[config.mk]
export PLATFORM = sky130hd
export DESIGN_NAME = add_sched
export DESIGN_NICKNAME = d
export VERILOG_FILES = /design/src/rtl/add_sched.sv
export SDC_FILE = /design/constraint.sdc
export NUM_CORES = 1
export LEC_CHECK = 0
export ABC_AREA = 1
export ABC_CLOCK_PERIOD_IN_PS = 6100
export CORE_MARGIN = 2
export CORE_UTILIZATION = 26
export CTS_CLUSTER_DIAMETER = 200
export DETAILED_ROUTE_END_ITERATION = 7
export GPL_TIMING_DRIVEN = 0
export PLACE_DENSITY = 0.51
export SETUP_SLACK_MARGIN = 0.2
export SYNTH_ARGS = -nofsm -noshare
export SYNTH_HDL_FRONTEND = slang
export SYNTH_SLANG_ARGS = --single-unit
export TNS_END_PERCENT = 30
[constraint.sdc]
create_clock -name clk -period 6.1 [get_ports clk]
set_input_delay 0.61 -clock clk [delete_from_list [all_inputs] [get_ports clk]]
set_output_delay 0.61 -clock clk [all_outputs]
set_load 0.02 [all_outputs]
[src/rtl/add_sched.sv]
// add_sched: round-robin scheduler sharing one external W-bit adder among NREQ requesters.
// Optional macro ADD_SCHED_PRIO0_EN: requester 0 always wins the grant when it is valid.
module add_sched #(
  parameter int NREQ = 4,
  parameter int W    = 16
) (
  input  logic                    clk,
  input  logic                    rst_n,
  input  logic [NREQ-1:0]         req_valid,
  output logic [NREQ-1:0]         req_ready,
  input  logic [NREQ*W-1:0]       req_a,
  input  logic [NREQ*W-1:0]       req_b,
  input  logic [NREQ-1:0]         req_sub,
  output logic [W-1:0]            add_a,
  output logic [W-1:0]            add_b,
  output logic                    add_cin,
  input  logic [W-1:0]            add_sum,
  input  logic                    add_cout,
  output logic                    rsp_valid,
  input  logic                    rsp_ready,
  output logic [$clog2(NREQ)-1:0] rsp_id,
  output logic [W-1:0]            rsp_sum,
  output logic                    rsp_cout,
  output logic                    rsp_ovf
);

  localparam int IW = $clog2(NREQ);

  typedef enum logic [1:0] {
    IDLE = 2'd0,
    EXEC = 2'd1,
    RESP = 2'd2
  } state_t;

  state_t        state_reg;
  logic [IW-1:0] ptr_reg;
  logic [IW-1:0] id_reg;
  logic [W-1:0]  op_a_reg;
  logic [W-1:0]  op_b_reg;
  logic          cin_reg;
  logic          rsp_valid_reg;
  logic [IW-1:0] rsp_id_reg;
  logic [W-1:0]  rsp_sum_reg;
  logic          rsp_cout_reg;
  logic          rsp_ovf_reg;

  logic [W-1:0]  a_arr [NREQ];
  logic [W-1:0]  b_arr [NREQ];

  logic          grant_found;
  logic [IW-1:0] grant_idx;
  logic [IW:0]   scan_idx;
  logic [IW-1:0] ptr_next;
  logic [W-1:0]  op_b_next;
  logic          ovf_next;

  generate
    for (genvar gi = 0; gi < NREQ; gi++) begin : g_unpack
      assign a_arr[gi] = req_a[gi*W +: W];
      assign b_arr[gi] = req_b[gi*W +: W];
    end
  endgenerate

  // Scan from the farthest offset back to ptr so the nearest valid requester wins last.
  always_comb begin
    grant_found = 1'b0;
    grant_idx   = '0;
    scan_idx    = '0;
    for (int k = NREQ - 1; k >= 0; k--) begin
      scan_idx = {1'b0, ptr_reg} + (IW+1)'(k);
      if (scan_idx >= (IW+1)'(NREQ)) begin
        scan_idx = scan_idx - (IW+1)'(NREQ);
      end
      if (req_valid[scan_idx[IW-1:0]]) begin
        grant_found = 1'b1;
        grant_idx   = scan_idx[IW-1:0];
      end
    end
`ifdef ADD_SCHED_PRIO0_EN
    if (req_valid[0]) begin
      grant_found = 1'b1;
      grant_idx   = '0;
    end
`endif
  end

  always_comb begin
    ptr_next  = (grant_idx == IW'(NREQ - 1)) ? '0 : grant_idx + 1'b1;
    op_b_next = req_sub[grant_idx] ? ~b_arr[grant_idx] : b_arr[grant_idx];
    ovf_next  = (op_a_reg[W-1] == op_b_reg[W-1]) & (add_sum[W-1] != op_a_reg[W-1]);
  end

  generate
    for (genvar gi = 0; gi < NREQ; gi++) begin : g_ready
      assign req_ready[gi] = rst_n && (state_reg == IDLE) && grant_found
                             && (grant_idx == IW'(gi));
    end
  endgenerate

  always_ff @(posedge clk) begin
    if (!rst_n) begin
      state_reg     <= IDLE;
      ptr_reg       <= '0;
      id_reg        <= '0;
      op_a_reg      <= '0;
      op_b_reg      <= '0;
      cin_reg       <= 1'b0;
      rsp_valid_reg <= 1'b0;
      rsp_id_reg    <= '0;
      rsp_sum_reg   <= '0;
      rsp_cout_reg  <= 1'b0;
      rsp_ovf_reg   <= 1'b0;
    end else begin
      case (state_reg)
        IDLE: begin
          if (grant_found) begin
            op_a_reg  <= a_arr[grant_idx];
            op_b_reg  <= op_b_next;
            cin_reg   <= req_sub[grant_idx];
            id_reg    <= grant_idx;
            ptr_reg   <= ptr_next;
            state_reg <= EXEC;
          end
        end
        EXEC: begin
          rsp_sum_reg   <= add_sum;
          rsp_cout_reg  <= add_cout;
          rsp_ovf_reg   <= ovf_next;
          rsp_id_reg    <= id_reg;
          rsp_valid_reg <= 1'b1;
          state_reg     <= RESP;
        end
        RESP: begin
          if (rsp_ready) begin
            rsp_valid_reg <= 1'b0;
            state_reg     <= IDLE;
          end
        end
        default: begin
          rsp_valid_reg <= 1'b0;
          state_reg     <= IDLE;
        end
      endcase
    end
  end

  // The adder sees only registered operands, never a combinational path from req_*.
  assign add_a     = op_a_reg;
  assign add_b     = op_b_reg;
  assign add_cin   = cin_reg;
  assign rsp_valid = rsp_valid_reg;
  assign rsp_id    = rsp_id_reg;
  assign rsp_sum   = rsp_sum_reg;
  assign rsp_cout  = rsp_cout_reg;
  assign rsp_ovf   = rsp_ovf_reg;

endmodule

==> summary.txt <==
Status
  – Outcome: finished clean

Detailed routing
  – DR WL/cell: 15.4 um
  – DR pass1 iterations: 6
  – Remaining antenna violation count after routing: 0
  – DRC violations left: 0
  – Iter 0 DRT Violations: 239
  – DRT Wirelength: 18.6 mm
  – Via-per-instance ratio: 4.52
  – Vias post-DR: 5459

Global routing
  – Global route overflow: 0
  – Antenna violations before repair: 0
  – Number of global-route vias before repair: 5158
  – Wire length of the first global-routing pass: 27.8 mm
  – Global-route usage over all layers: 20.1%
  – Pin count of the biggest net entering global routing: 13

Placement
  – Placement Setup Slack: 2.16 ns
  – Placed instance count: 1193
  – PortBufs: 212
  – Post-place instance area: 6850 um2
  – Placed wire-length estimate after detailed placement: 14.1 mm
  – Final weighted congestion in routability-driven placement: 0.819

Yosys
  – Avg Inst Size Synth: 5.85 um2
  – Netlist area before placement: 4450 um2
  – Synthesized Nets: 921
  – Number of synthesis warnings: 0
  – Cells after Synth: 761
  – Portion of the post-synthesis area used by sequential elements: 27.0%
  – Cell variety after synth: 31
  – Number of flip-flops and latches in the synthesized netlist: 60

Finish
  – Number of diodes: 0
  – Commonest non-fill, non-tap cell in the layout: sky130_fd_sc_hd__nand2_1
  – Post-route design area: 7120 um2
  – Final-stage net count: 1144
  – Fill cell total of the finished layout: 1805
  – Share of cells above drive strength 1: 8.19%
  – Number of non-filler instances in the completed layout: 1209
  – Area growth, synth to finish: 60.1%
  – Highest-count cells in the layout ignoring fill and taps: sky130_fd_sc_hd__nand2_1, sky130_fd_sc_hd__clkdlybuf4s50_1, sky130_fd_sc_hd__nor2_1

Die
  – Count of boundary I/O pins: 214
  – Chip height: 135 um
  – Row cnt: 47
  – Starting Density: 26.7%
  – Full die area: 18200 um2
  – Core ar.: 16600 um2
  – Die extent in x: 135 um

Pwr
  – Worst vdd rail ir drop: 252 uV
  – P_int: 1.89 mW
  – Clock group share of total power: 12.1%
  – Fraction of power spent switching nets: 52.2%
  – Switching Power: 2.06 mW
  – Overall power of the completed layout: 3.95 mW
  – Leakage: 3.44 nW
  – Share of total power in sequential cells: 15.1%
  – Combinational group share of total power: 72.8%
  – PD cells: 554 nW/um2

Min path
  – Type of the worst min-delay path: flop to flop

STA
  – Period utilisation layout: 64.3%
  – Fin. Hold Viols: 0
  – Max Clock Freq: 255 MHz
  – Clk_skew: 0.00596 ns
  – Max-slew headroom: 53.5%
  – Final critical-path required period: 3.92 ns
  – Total of endpoints with negative setup slack in the final report: 0
  – Smallest setup slack after layout: 2.18 ns
  – Unrepaired setup endpoints after global routing: false
  – Final Slew Violations: 0
  – Setup Total Neg Slack: 0 ns
  – Worst Max-Slew Pin Slew: 0.698 ns

Worst setup path
  – Category of the worst setup path launch point: primary input
  – Longest individual stage delay on the worst path: 0.66 ns
  – Critical path class: primary input to output port
  – Category of cells accounting for the largest share of critical-path delay: buffers and inverters
  – Data arrival time at the worst-slack endpoint: 3.31 ns
  – Worst-path cell chain: clkdlybuf4s50_1 -> inv_1 -> o21ai_2 -> nand2_1 -> nand3_1 -> nand3_4 -> nand2_4 -> buf_4 -> buf_4 -> ha_1 -> inv_1 -> nor2_1 -> clkdlybuf4s50_1
  – Critical-path top delay cell: sky130_fd_sc_hd__clkdlybuf4s50_1
  – Worst path buffer plus inverter count: 6
  – Critical Path RT: 5.49 ns
  – Largest fanout on the critical path: 11
  – Crit end category: output port

Clock network
  – Number of buffers created by CTS: 9
  – Setup Fix Bufs, Post-CTS: 0
  – Sinks on the clock net: 60
  – Hold buffer count at CTS: 0
  – Level count of the clock H-tree: 3
  – Library cell used as clock root buffer: sky130_fd_sc_hd__clkbuf_16
  – Longest Clk Path Bufs: 2
  – Cells resized by post-CTS repair: 0
  – CTS tree: done
  – Clk Latency, worst-skew pair: 0.34 ns
  – CTS clock-pin slew for the worst setup and hold paths: 0.06 ns

Job
  – Max Cap Violations: 0
## path summary, 6_finish.rpt
check               startpoint            to  slack, ns  cells past startpoint
hold / removal         rsp_ovf       rsp_ovf       0.47                      2
hold reg to reg        rsp_ovf       rsp_ovf       0.47                      2
setup reg to reg    ptr_reg[0]     add_b[11]       3.66                     12
setup / recovery  req_valid[3]  req_ready[3]       2.18                     13
## final cells by class
cell class              instances  area [um2]  share of cell area, %
multi-input cells             574        2630                   36.8
repair buffers                212        2120                   29.8
flip-flops and latches         60        1200                   16.9
plain buffers                  49         328                   4.60
inverters                      78         295                   4.14
well taps                     220         275                   3.86
clock buffers                   9         225                   3.16
clock inverters                 7        52.6                  0.738
## synthesized netlist by cell type, drive strengths merged
master  number  area share, %
o211ai       1           0.17
a31oi        1           0.28
a211oi       2           0.34
a21boi       1           0.17
clkbuf      13            1.1
dfxtp       60             27
nand3b       5           0.84
a21oi        8           0.90
o31ai        5           0.84
nor3         1           0.11
nand2      230             20
buf         36            6.2
nand3      117             15
o21ai       67            7.7
nor2       131             11
inv         78            6.6
nand2b       1           0.14
ha           4            1.1
## power by group through the flow
stage	sequential [mW]	combinational, mW	clock, mW
global route	0.611	3.19	0.508
finish	0.597	2.87	0.478
detailed placement	0.604	2.88	0
global placement	0.602	2.88	0
CTS	0.597	2.89	0.492
floorplan	0.736	1.77	0
## tightest hold or removal path, stage by stage, from the launching register on
cell and delay (ns):
sky130_fd_sc_hd__dfxtp_1 0.31, sky130_fd_sc_hd__nand2_1 0.06, sky130_fd_sc_hd__a21oi_1 0.05
## cell families (layout without fill, tap and decap cells)
logic type	Yosys count	count (layout)	synth area share (%)
and+or+nand+nor	485	485	47.5
buffers and inverters	127	355	14.0
AOI/OAI and AO/OA	85	85	10.4
DFF	60	60	27.0
adders and majority gates	4	4	1.12
## metal layers
layer	vias to the layer above	global-route usage, %	part of all wire, %	routed length (um)
li1	2842	-	-	-
met1	2393	25.5	44	8150
met2	199	32.5	46	8620
met3	25	6.16	7.7	1440
met4	0	6.08	2.0	366
met5	-	0	0	0
## stage by stage
step	hold slack, ns	utilization (%)
after floorplan	0.450	-
after global placement	0.454	41.1
after detailed placement	0.462	41.1
after CTS	0.471	42.8
after global routing	0.509	42.8
final	0.465	42.8
Note: power is estimated with default switching activity, not from simulation.
